**src/rtl/pll_cen_pkg.sv**
```systemverilog
// pll_cen_pkg: shared FSM states, default width and ratio validity rule for the enable generator
package pll_cen_pkg;
  typedef enum logic [1:0] {ST_RST, ST_SETTLE, ST_RUN} state_t;
  localparam int ACC_W_DEF = 16;
  function automatic logic cfg_ok(input logic [31:0] mul, input logic [31:0] div);
    return mul != 0 && mul <= div;
  endfunction
endpackage

```
**src/rtl/pll_cen_gen_if.sv**
```systemverilog
// pll_cen_gen_if: valid/ready reconfiguration port with rejection pulse
interface pll_cen_gen_if #(parameter int NCH = 3, parameter int ACC_W = 16);
  localparam int CH_W = NCH > 1 ? $clog2(NCH) : 1;
  logic valid;
  logic ready;
  logic err;
  logic [CH_W-1:0] ch;
  logic [ACC_W-1:0] mul;
  logic [ACC_W-1:0] div;
  modport master(output valid, ch, mul, div, input ready, err);
  modport slave(input valid, ch, mul, div, output ready, err);
endinterface

```
**src/rtl/pll_cen_nco.sv**
```systemverilog
// pll_cen_nco: single-channel fractional accumulator emitting a registered enable pulse
module pll_cen_nco #(
  parameter int ACC_W = 16,
  parameter logic [ACC_W-1:0] DEF_MUL = 1,
  parameter logic [ACC_W-1:0] DEF_DIV = 1
) (
  input  logic             refclk,
  input  logic             rst_n,
  input  logic             en,
  input  logic             run,
  input  logic             load,
  input  logic [ACC_W-1:0] ld_mul,
  input  logic [ACC_W-1:0] ld_div,
  output logic             cen
);
  logic [ACC_W-1:0] acc, mul, div;
  logic [ACC_W:0] sum;
  logic hit;
  always_comb begin
    sum = {1'b0, acc} + {1'b0, mul};
    hit = sum >= {1'b0, div};
  end
  // acc < div and mul <= div keep sum - div below div, so it fits ACC_W bits
  always_ff @(posedge refclk) begin
    if (!rst_n) begin
      acc <= '0;
      mul <= DEF_MUL;
      div <= DEF_DIV;
      cen <= 1'b0;
    end else if (load) begin
      acc <= '0;
      mul <= ld_mul;
      div <= ld_div;
      cen <= 1'b0;
    end else begin
      cen <= run & hit;
      if (en) acc <= hit ? ACC_W'(sum - {1'b0, div}) : sum[ACC_W-1:0];
    end
  end
endmodule

```
**src/rtl/pll_cen_gen.sv**
```systemverilog
// pll_cen_gen: multi-channel fractional clock-enable generator with settle/lock FSM
module pll_cen_gen
  import pll_cen_pkg::*;
#(
  parameter int NCH = 3,
  parameter int ACC_W = ACC_W_DEF,
  parameter logic [NCH*ACC_W-1:0] DEF_MUL = {16'd12, 16'd3, 16'd24},
  parameter logic [NCH*ACC_W-1:0] DEF_DIV = {16'd25, 16'd25, 16'd25},
  parameter int LOCK_CYCLES = 64
) (
  input  logic           refclk,
  input  logic           rst_n,
  pll_cen_gen_if.slave   cfg,
  output logic [NCH-1:0] cen,
  output logic           locked
);
  localparam int CH_W = NCH > 1 ? $clog2(NCH) : 1;
  localparam int CNT_W = LOCK_CYCLES > 1 ? $clog2(LOCK_CYCLES) : 1;
  state_t st, st_n;
  logic [CNT_W-1:0] cnt;
  logic ok, take, err;
  assign cfg.ready = st != ST_RST;
  assign cfg.err = err;
  always_comb begin
    ok = cfg_ok(32'(cfg.mul), 32'(cfg.div)) && int'(cfg.ch) < NCH;
    take = cfg.valid && cfg.ready && ok;
    st_n = (st == ST_RST || take) ? ST_SETTLE :
           (st == ST_SETTLE && cnt == CNT_W'(LOCK_CYCLES - 1)) ? ST_RUN : st;
  end
  always_ff @(posedge refclk) begin
    if (!rst_n) begin
      st <= ST_RST;
      cnt <= '0;
      locked <= 1'b0;
      err <= 1'b0;
    end else begin
      st <= st_n;
      cnt <= (st == ST_SETTLE && st_n == ST_SETTLE && !take) ? cnt + 1'b1 : '0;
      locked <= st_n == ST_RUN;
      err <= cfg.valid && cfg.ready && !ok;
    end
  end
  // run gates on the next state so enables drop together with locked on acceptance
  for (genvar i = 0; i < NCH; i++) begin : g_ch
    pll_cen_nco #(
      .ACC_W(ACC_W),
      .DEF_MUL(DEF_MUL[i*ACC_W +: ACC_W]),
      .DEF_DIV(DEF_DIV[i*ACC_W +: ACC_W])
    ) u_nco (
      .refclk(refclk),
      .rst_n(rst_n),
      .en(st != ST_RST),
      .run(st_n == ST_RUN),
      .load(take && cfg.ch == CH_W'(i)),
      .ld_mul(cfg.mul),
      .ld_div(cfg.div),
      .cen(cen[i])
    );
  end
endmodule

```
**src/flat_wrapper.sv**
```systemverilog
// flat-port wrapper written by rule: the top's interface ports become plain ports
module pll_cen_gen_flat import pll_cen_pkg::*;
#(
  parameter int NCH = 3,
  parameter int ACC_W = ACC_W_DEF,
  parameter logic [NCH*ACC_W-1:0] DEF_MUL = {16'd12, 16'd3, 16'd24},
  parameter logic [NCH*ACC_W-1:0] DEF_DIV = {16'd25, 16'd25, 16'd25},
  parameter int LOCK_CYCLES = 64
)
  (refclk, rst_n, cen, locked, cfg_valid, cfg_ch, cfg_mul, cfg_div, cfg_ready, cfg_err);
  pll_cen_gen_if #(.NCH(NCH), .ACC_W(ACC_W)) cfg_i ();
  input  logic refclk;
  input  logic rst_n;
  output logic [NCH-1:0] cen;
  output logic locked;
  input wire logic [$bits(cfg_i.valid)-1:0] cfg_valid;
  input wire logic [$bits(cfg_i.ch)-1:0] cfg_ch;
  input wire logic [$bits(cfg_i.mul)-1:0] cfg_mul;
  input wire logic [$bits(cfg_i.div)-1:0] cfg_div;
  output wire logic [$bits(cfg_i.ready)-1:0] cfg_ready;
  output wire logic [$bits(cfg_i.err)-1:0] cfg_err;
  assign cfg_i.valid = cfg_valid;
  assign cfg_i.ch = cfg_ch;
  assign cfg_i.mul = cfg_mul;
  assign cfg_i.div = cfg_div;
  assign cfg_ready = cfg_i.ready;
  assign cfg_err = cfg_i.err;
  pll_cen_gen #(.NCH(NCH), .ACC_W(ACC_W), .DEF_MUL(DEF_MUL), .DEF_DIV(DEF_DIV), .LOCK_CYCLES(LOCK_CYCLES)) u_core (.refclk(refclk), .rst_n(rst_n), .cfg(cfg_i), .cen(cen), .locked(locked));
endmodule
```
**config.mk**
```make
export PLATFORM = sky130hd
export DESIGN_NAME = pll_cen_gen_flat
export DESIGN_NICKNAME = d
export VERILOG_FILES = /design/src/rtl/pll_cen_pkg.sv /design/src/rtl/pll_cen_gen_if.sv /design/src/rtl/pll_cen_nco.sv /design/src/rtl/pll_cen_gen.sv /design/src/flat_wrapper.sv
export SDC_FILE = /design/constraint.sdc
export NUM_CORES = 1
export LEC_CHECK = 0
export ABC_AREA = 1
export BUFFER_PORTS_ARGS = -buffer_cell sky130_fd_sc_hd__buf_2
export CAP_MARGIN = 20
export CELL_PAD_IN_SITES_DETAIL_PLACEMENT = 1
export CELL_PAD_IN_SITES_GLOBAL_PLACEMENT = 1
export CORE_ASPECT_RATIO = 1.75
export CORE_MARGIN = 2
export CORE_UTILIZATION = 48
export CTS_BUF_LIST = sky130_fd_sc_hd__clkbuf_4 sky130_fd_sc_hd__clkbuf_8 sky130_fd_sc_hd__clkbuf_16
export DETAILED_ROUTE_END_ITERATION = 8
export PLACE_DENSITY = 0.95
export SYNTH_ARGS = -nofsm -noshare
export SYNTH_HDL_FRONTEND = slang
export SYNTH_SLANG_ARGS = --single-unit
export TNS_END_PERCENT = 10
```
**constraint.sdc**
```tcl
create_clock -name refclk -period 6.3 [get_ports refclk]
set_input_delay 1.26 -clock refclk [delete_from_list [all_inputs] [get_ports refclk]]
set_output_delay 1.26 -clock refclk [all_outputs]
set_load 0.005 [all_outputs]
```
==> run_results.csv, run 1 <==
group,metric,value,unit
yosys,post_synth.cell_area_avg,5.97,um^2
cells_and_area,final_core_util,52.6,%
yosys,mappedNetlistArea,0.0127,mm^2
global_route,groute.usage.overall,43.2,%
yosys,synth_seq_cells,157,
worst_hold_path,min_path_type,"flip-flop to flip-flop",
clock_tree,cts.root.buffer_cell,"sky130_fd_sc_hd__clkbuf_16",
global_route,number_of_antenna_violations_at_the_first_check_in_global_routing,4,
route,num_vias,15249,
yosys,synthesized_nets,2284,
global_route,grt_first_pass_wirelength,92.1,mm
floorplan,die_width,127,um
cells_and_area,nets,2289,
clock_tree,cts_sinks,157,
route,remaining_drc_errors,0,
cells_and_area,n_fill_cell,3717,
floorplan,die_area,0.0279,mm^2
critical_path,crit_path_max_fanout,21,
route,totalWireLength,59.1,mm
worst_hold_path,hold_depth,1,
global_route,grt_pass1_vias,16843,
clock_tree,cts_htree_levels,4,
route,route.layer.met1.wl,19.5,mm
yosys,synth_ff_type,"sky130_fd_sc_hd__dfxtp_1",
yosys,synth_top_cells_by_area,"sky130_fd_sc_hd__dfxtp_1 (25%), sky130_fd_sc_hd__nand2_1 (19%), sky130_fd_sc_hd__nor2_1 (12%)",
global_route,grt_start_max_net_pins,77,
timing,fin_tns_setup,0,ps
yosys,post_synth_most_frequent_cells,"sky130_fd_sc_hd__nand2_1 (641), sky130_fd_sc_hd__nor2_1 (398), sky130_fd_sc_hd__inv_1 (277)",
yosys,postSynth.asyncResetShare,0,%
clock_tree,cts_buffers,17,
critical_path,critical_path.startpoint_type,"flip-flop",
route,dr.first_iter.drc_count,1316,
timing,unrepaired_setup_endpoints_after_global_routing,"no",
critical_path,worst-setup-path-type,"flip-flop to flip-flop",
timing,final_setup_skew,15.9,ps
yosys,yosysSeqAreaShare,24.7,%
cells_and_area,multiInputGateArea,0.00816,mm^2
global_route,global_route.overflow_total,0,
cells_and_area,ratio_of_cells_with_drive_above_1_in_the_final_layout,7.69,%
route,met2_length,28.6,mm
clock_tree,clock_insertion_delay_worst_skew,480,ps
critical_path,worst_ep_required_time,6650,ps
pwr,worst_ir_drop_vdd,0.297,mV
timing,max_slew_violation_count,0,
floorplan,floorplan.die.height,219,um
placed_design,place_congestion,0.958,
floorplan,initial_utilization,49.0,%
floorplan,design.core.area,0.0260,mm^2
timing,final_hold_viol_count,0,
pwr,static_leakage_power,7.90,nW
clock_tree,clock_slew_seen_by_the_registers_of_the_worst_setup_and_hold_paths,80,ps
yosys,yosys.cell_types.count,38,
placed_design,place.detailed.hpwl,36.7,mm
floorplan,i_o_pins,43,
placed_design,numPortBuffers,42,
clock_tree,post_cts_resized,0,
yosys,synth_edf_count,0,
yosys,yosysTopAreaCellShare,24.7,%
critical_path,worst_reg2reg_path_depth,23,
timing,final.min_clock_period,4460,ps
yosys,synthesis.yosys.warnings,0,
route,met3_length,4.10,mm
route,firstDrtPassIters,5,
critical_path,endpoint_kind,"flip-flop",
clock_tree,post_cts_buffers,0,
clock_tree,holdBufCountCts,0,
critical_path,critPathArrivalTime,4820,ps
route,final_antenna_net_count,0,
floorplan,placement_rows,78,
route,routed.top_layer,"met4",
cells_and_area,syn2layout_area_growth,7.32,%
timing,finalSetupViolCount,0,
timing,normalized_max_slew_margin,21.2,%
status,run_status,"finished, final reports clean",
yosys,most_common_cell_in_the_synthesized_netlist,"sky130_fd_sc_hd__nand2_1",
cells_and_area,seqCellArea,0.00314,mm^2
timing,layout_worst_path_cycle_share,70.8,%
timing,tightest_slew,1180,ps
flow_run,drv.max_cap_violation_count,0,
route,route.detailed.wl_per_inst,23.9,um
timing,clock.fmax,224,MHz
pwr,powerDensity,347,mW/mm^2
clock_tree,cts.path.max_buffers,2,
yosys,postSynthCellCount,2128,
yosys,synthDominantAreaCellType,"sky130_fd_sc_hd__dfxtp_1",
clock_tree,cts_tree,"done",
route,vias_per_cell,6.17,
-- where the power goes --
| part | total, mW | switching, mW | internal [mW] | leakage [nW] |
|---|---|---|---|---|
| Combinational | 2.49 | 1.73 | 0.759 | 6.34 |
| Sequential | 1.13 | 0.0608 | 1.07 | 1.28 |
| Clock | 1.11 | 0.544 | 0.570 | 0.285 |
| Total | 4.73 | 2.33 | 2.40 | 7.90 |
-- layout make-up --
class | instances | share of cell area (%)
antenna | 4 | 0.0734
tap | 320 | 2.93
timing repair buffer | 48 | 1.89
sequential | 157 | 23.0
clock buffer | 19 | 3.27
multi-input combinational | 1617 | 59.8
inverter | 292 | 8.03
clock inverter | 13 | 0.944
-- cells by family (layout without fill, tap and decap cells) --
family                   after synthesis  count (layout)  share of synthesized area [%]
XOR/XNOR                              48              48                           3.31
AO/OA/AOI/OAI                        130             130                           5.57
AND/OR/NAND/NOR                     1320            1320                           43.3
adder cells (fa/ha/maj)              119             119                           12.1
buffers and inverters                354             372                           11.1
flip-flops                           157             157                           24.7
other                                  0               4                              0
-- per-layer routing --
metal  vias up  track usage, %
met3       466            10.2
met4         0            42.0
li1       6598               -
met2       929            74.0
met1      7256            41.7
met5         -               0
-- path summary, 6_finish.rpt --
kind | from | endpoint | slack (ps)
max | u_core.g_ch[1].u_nco.mul[0] | u_core.g_ch[1].u_nco.acc[7] | 1840
min | u_core.cnt[0] | u_core.cnt[0] | 480
min reg2reg | u_core.cnt[0] | u_core.cnt[0] | 480
max reg2reg | u_core.g_ch[1].u_nco.mul[0] | u_core.g_ch[1].u_nco.acc[7] | 1840
-- worst max-delay path, cell delays in order (launching register included) --
cell and delay, ps:
sky130_fd_sc_hd__dfxtp_1 380, sky130_fd_sc_hd__ha_1 290, sky130_fd_sc_hd__fa_1 520, sky130_fd_sc_hd__nand3_1 130, sky130_fd_sc_hd__nand3_1 160, sky130_fd_sc_hd__nand3_1 130, sky130_fd_sc_hd__nand3_1 200, sky130_fd_sc_hd__nand2_1 150
sky130_fd_sc_hd__nand3b_1 80, sky130_fd_sc_hd__nand2_1 100, sky130_fd_sc_hd__inv_1 50, sky130_fd_sc_hd__ha_1 340, sky130_fd_sc_hd__nand2_1 110, sky130_fd_sc_hd__inv_1 40, sky130_fd_sc_hd__nand2_1 60, sky130_fd_sc_hd__nand2_1 40
sky130_fd_sc_hd__a21oi_1 170, sky130_fd_sc_hd__nand2_1 120, sky130_fd_sc_hd__nand2_2 110, sky130_fd_sc_hd__nand3_2 430, sky130_fd_sc_hd__nand2_1 190, sky130_fd_sc_hd__nand2_1 90, sky130_fd_sc_hd__nor2_1 340, sky130_fd_sc_hd__nor2_1 90
-- stage by stage --
step | std cells | total power, mW | hold WS [ps] | worst slack, ps | cell area [um^2]
after floorplan | 2128 | 2.83 | 418 | 3280 | 12700
after global placement | 2434 | 3.29 | 426 | 2240 | 13100
after detailed placement | 2434 | 3.42 | 456 | 2130 | 13100
after CTS | 2466 | 4.63 | 487 | 2020 | 13600
after global routing | 2468 | 4.98 | 497 | 1430 | 13600
final | 2470 | 4.73 | 478 | 1840 | 13600
-- flip-flops by register name (all words and copies together), names as in the netlist --
register               cells
u_core.cfg.err             1
u_core.cnt                 6
u_core.g_ch.u_nco.acc     48
u_core.g_ch.u_nco.cen      3
u_core.g_ch.u_nco.div     48
u_core.g_ch.u_nco.mul     48
u_core.locked              1
u_core.st                  2
-- cell usage in the layout, fill, tap and decap left out, types with 2 or more instances in the layout --
cell / count
sky130_fd_sc_hd__nand2_1: 641
sky130_fd_sc_hd__nor2_1: 398
sky130_fd_sc_hd__inv_1: 276
sky130_fd_sc_hd__nand3_1: 166
sky130_fd_sc_hd__dfxtp_1: 157
sky130_fd_sc_hd__ha_1: 113
sky130_fd_sc_hd__a21oi_1: 85
sky130_fd_sc_hd__or2_2: 49
sky130_fd_sc_hd__buf_2: 41
sky130_fd_sc_hd__xor2_1: 39
sky130_fd_sc_hd__nand4_1: 28
sky130_fd_sc_hd__o21ai_0: 23
sky130_fd_sc_hd__clkbuf_16: 17
sky130_fd_sc_hd__inv_2: 15
sky130_fd_sc_hd__xnor2_1: 9
sky130_fd_sc_hd__nor3_1: 7
sky130_fd_sc_hd__a21o_1: 7
sky130_fd_sc_hd__nand3b_1: 7
sky130_fd_sc_hd__buf_4: 7
sky130_fd_sc_hd__o21bai_1: 6
sky130_fd_sc_hd__nand2_2: 6
sky130_fd_sc_hd__fa_1: 6
sky130_fd_sc_hd__inv_6: 6
sky130_fd_sc_hd__diode_2: 4
sky130_fd_sc_hd__o21a_1: 4
sky130_fd_sc_hd__nor2_2: 4
sky130_fd_sc_hd__nand3_2: 3
sky130_fd_sc_hd__and3_1: 3
sky130_fd_sc_hd__a21oi_2: 3
sky130_fd_sc_hd__and2_1: 2
sky130_fd_sc_hd__nand2_4: 2
sky130_fd_sc_hd__clkinv_4: 2
sky130_fd_sc_hd__clkinv_2: 2
(Power assumes the default switching activity.)
==> inputs of run 2 (changes only) <==
--- a/config.mk
+++ b/config.mk
@@ -5,7 +5,7 @@
 export SDC_FILE = /design/constraint.sdc
 export NUM_CORES = 1
 export LEC_CHECK = 0
-export ABC_AREA = 1
+export ABC_AREA = 0
 export BUFFER_PORTS_ARGS = -buffer_cell sky130_fd_sc_hd__buf_2
 export CAP_MARGIN = 20
 export CELL_PAD_IN_SITES_DETAIL_PLACEMENT = 1
@@ -15,7 +15,7 @@
 export CORE_UTILIZATION = 48
 export CTS_BUF_LIST = sky130_fd_sc_hd__clkbuf_4 sky130_fd_sc_hd__clkbuf_8 sky130_fd_sc_hd__clkbuf_16
 export DETAILED_ROUTE_END_ITERATION = 8
-export PLACE_DENSITY = 0.95
+export PLACE_DENSITY = 0.94
 export SYNTH_ARGS = -nofsm -noshare
 export SYNTH_HDL_FRONTEND = slang
 export SYNTH_SLANG_ARGS = --single-unit
==> constraint.sdc (replaced) <==
create_clock -name refclk -period 4.3 [get_ports refclk]
set_input_delay 0.86 -clock refclk [delete_from_list [all_inputs] [get_ports refclk]]
set_output_delay 0.86 -clock refclk [all_outputs]
set_load 0.005 [all_outputs]
==> run_results.csv, run 2 <==
group,metric,value,unit
timing,unrepaired_setup_endpoints_after_global_routing,"yes",
status,run_status,"finished, violations left",
route,dr.first_iter.drc_count,1048,
route,num_vias,11833,
timing,postLayoutSetupSlackWorst,-374,ps
critical_path,worst_ep_required_time,4650,ps
clock_tree,clock_insertion_delay_worst_skew,490,ps
timing,clock.fmax,214,MHz
cells_and_area,mostFrequentLayoutCell,"sky130_fd_sc_hd__nand2_1",
pwr,powerDensity,738,mW/mm^2
clock_tree,cts_htree_levels,4,
floorplan,initial_utilization,49.1,%
floorplan,design.core.area,0.0222,mm^2
clock_tree,cts_tree,"done",
yosys,yosysSeqAreaShare,28.9,%
worst_hold_path,min_path_type,"flip-flop to flip-flop",
yosys,postSynth.asyncResetShare,0,%
global_route,global_route.overflow_total,0,
timing,max_slew_violation_count,0,
cells_and_area,final_cell_mix,"sky130_fd_sc_hd__nand2_1 (177), sky130_fd_sc_hd__dfxtp_1 (155), sky130_fd_sc_hd__nor2_1 (140)",
global_route,grt_first_pass_wirelength,67.4,mm
yosys,postSynthCellCount,1359,
yosys,mappedNetlistArea,0.0109,mm^2
critical_path,endpoint_kind,"flip-flop",
yosys,synth_edf_count,0,
timing,layout_worst_path_cycle_share,109,%
route,firstDrtPassIters,8,
pwr,static_leakage_power,5.35,nW
route,final_antenna_net_count,0,
floorplan,die_area,0.0239,mm^2
cells_and_area,syn2layout_area_growth,16.5,%
clock_tree,cts_sinks,157,
pwr,report.power.total,9.34,mW
timing,normalized_max_slew_margin,33.8,%
critical_path,crit_path_max_fanout,16,
yosys,post_synth_most_frequent_cells,"sky130_fd_sc_hd__nand2_1 (177), sky130_fd_sc_hd__dfxtp_1 (157), sky130_fd_sc_hd__nor2_1 (143)",
global_route,grt_start_max_net_pins,84,
route,remaining_drc_errors,0,
placed_design,place_congestion,0.888,
yosys,yosys.cell_types.count,69,
floorplan,die_width,118,um
floorplan,i_o_pins,43,
route,route.detailed.wl_per_inst,28.0,um
yosys,synthesized_nets,1515,
timing,final_hold_viol_count,0,
yosys,synth_seq_cells,157,
global_route,groute.usage.overall,36.6,%
timing,fin_tns_setup,-4860,ps
timing,final_setup_skew,23.7,ps
yosys,yosysTopAreaCellShare,28.9,%
timing,tightest_slew,993,ps
route,totalWireLength,48.6,mm
floorplan,placement_rows,72,
yosys,post_synth.cell_area_avg,8.00,um^2
global_route,grt_pass1_vias,12479,
timing,final.min_clock_period,4670,ps
yosys,synth_ff_type,"sky130_fd_sc_hd__dfxtp_1",
flow_run,drv.max_cap_violation_count,0,
global_route,number_of_antenna_violations_at_the_first_check_in_global_routing,1,
clock_tree,cts_buffers,17,
timing,worst_case_hold_slack,454,ps
cells_and_area,nets,1585,
placed_design,place.detailed.hpwl,28.6,mm
clock_tree,clock_slew_seen_by_the_registers_of_the_worst_setup_and_hold_paths,100,ps
pwr,worst_ir_drop_vdd,0.566,mV
timing,finalSetupViolCount,31,
status,failed_checks,"negative setup slack",
critical_path,critPathArrivalTime,5030,ps
placed_design,numPortBuffers,42,
yosys,synthesis.yosys.warnings,0,
clock_tree,cts.root.buffer_cell,"sky130_fd_sc_hd__clkbuf_16",
floorplan,floorplan.die.height,203,um
yosys,synth_top_cells_by_area,"sky130_fd_sc_hd__dfxtp_1 (29%), sky130_fd_sc_hd__ha_1 (13%), sky130_fd_sc_hd__mux2i_1 (6.6%)",
cells_and_area,ratio_of_cells_with_drive_above_1_in_the_final_layout,15.0,%
clock_tree,cts.path.max_buffers,2,
route,vias_per_cell,6.80,
critical_path,critical_path.startpoint_type,"flip-flop",
yosys,synthDominantAreaCellType,"sky130_fd_sc_hd__dfxtp_1",
cells_and_area,reg_top3,"u_core.g_ch.u_nco.acc: 48 flops, u_core.g_ch.u_nco.div: 48 flops, u_core.g_ch.u_nco.mul: 48 flops",
critical_path,worst-setup-path-type,"flip-flop to flip-flop",
cells_and_area,n_fill_cell,2685,
yosys,most_common_cell_in_the_synthesized_netlist,"sky130_fd_sc_hd__nand2_1",
run 2: what timing repair did:
item                       CTS  global route
resized for setup           29            57
cloned                       0             0
setup endpoints to repair   34            50
pin swaps                   28            27
hold endpoints to repair     0             0
hold buffers                 0             0
buffers inserted             8            11
run 2: where the power goes:
part           leakage [nW]  internal (mW)  switching, mW
registers              1.28           1.63          0.138
clock network         0.286          0.784          0.817
logic                  3.78           2.46           3.51
total                  5.35           4.88           4.47
run 2: cell families (layout without fill, tap and decap cells):
family,after synthesis,after routing,share of synthesized area (%)
fa+ha+maj,119,119,14.1
other cells,0,1,0
flops,157,157,28.9
compound gates,331,331,19.7
xor+xnor,77,77,6.20
simple gates,460,460,18.9
mux,74,74,6.84
buf+inv,141,224,5.36
run 2: worst max-delay path: stages, from the launching register on:
cell	delay, ps
sky130_fd_sc_hd__dfxtp_1	400
sky130_fd_sc_hd__ha_2	450
sky130_fd_sc_hd__nand3_2	150
sky130_fd_sc_hd__nor4_2	360
sky130_fd_sc_hd__nor2_1	160
sky130_fd_sc_hd__a211o_1	360
sky130_fd_sc_hd__xnor2_1	180
sky130_fd_sc_hd__ha_2	410
sky130_fd_sc_hd__nand3_1	100
sky130_fd_sc_hd__o211ai_1	320
sky130_fd_sc_hd__nor3_1	90
sky130_fd_sc_hd__a211o_1	330
sky130_fd_sc_hd__and4_1	200
sky130_fd_sc_hd__o21a_2	250
sky130_fd_sc_hd__buf_12	170
sky130_fd_sc_hd__mux2i_1	140
sky130_fd_sc_hd__a211oi_2	440
run 2: routing by layer:
layer / up-vias / global-route usage [%] / part of all wire [%]
met5: - / 0 / 0
met4: 0 / 37.8 / 12
met2: 796 / 65.2 / 48
met3: 420 / 8.74 / 7.1
met1: 5674 / 32.4 / 32
li1: 4943 / - / -
run 2: final cells by class:
cell class	instances	area, um^2	area share [%]
inverters	90	338	2.67
repair buffers	102	704	5.56
clock inverters	15	169	1.33
multi-input cells	1061	7510	59.3
clock buffers	17	425	3.36
flip-flops and latches	157	3150	24.8
well taps	296	370	2.92
diodes	1	2.50	0.0198
run 2: metrics by stage:
stage	std cells	instance area, um^2	util (%)	setup slack, ps
finish	1739	12700	57.1	-374
global placement	1687	11500	52.1	-181
global route	1738	12700	57.1	-401
floorplan	1359	10900	-	33.8
detailed placement	1687	11500	52.1	-254
CTS	1727	12300	55.5	-84.7
run 2: worst paths after layout:
check,start,to,slack [ps],cells past startpoint
min reg2reg,u_core.cnt[0],u_core.cnt[0],450,1
min,u_core.cnt[0],u_core.cnt[0],450,1
max,u_core.g_ch[1].u_nco.acc[8],u_core.g_ch[1].u_nco.acc[8],-370,16
max reg2reg,u_core.g_ch[1].u_nco.acc[8],u_core.g_ch[1].u_nco.acc[8],-370,16
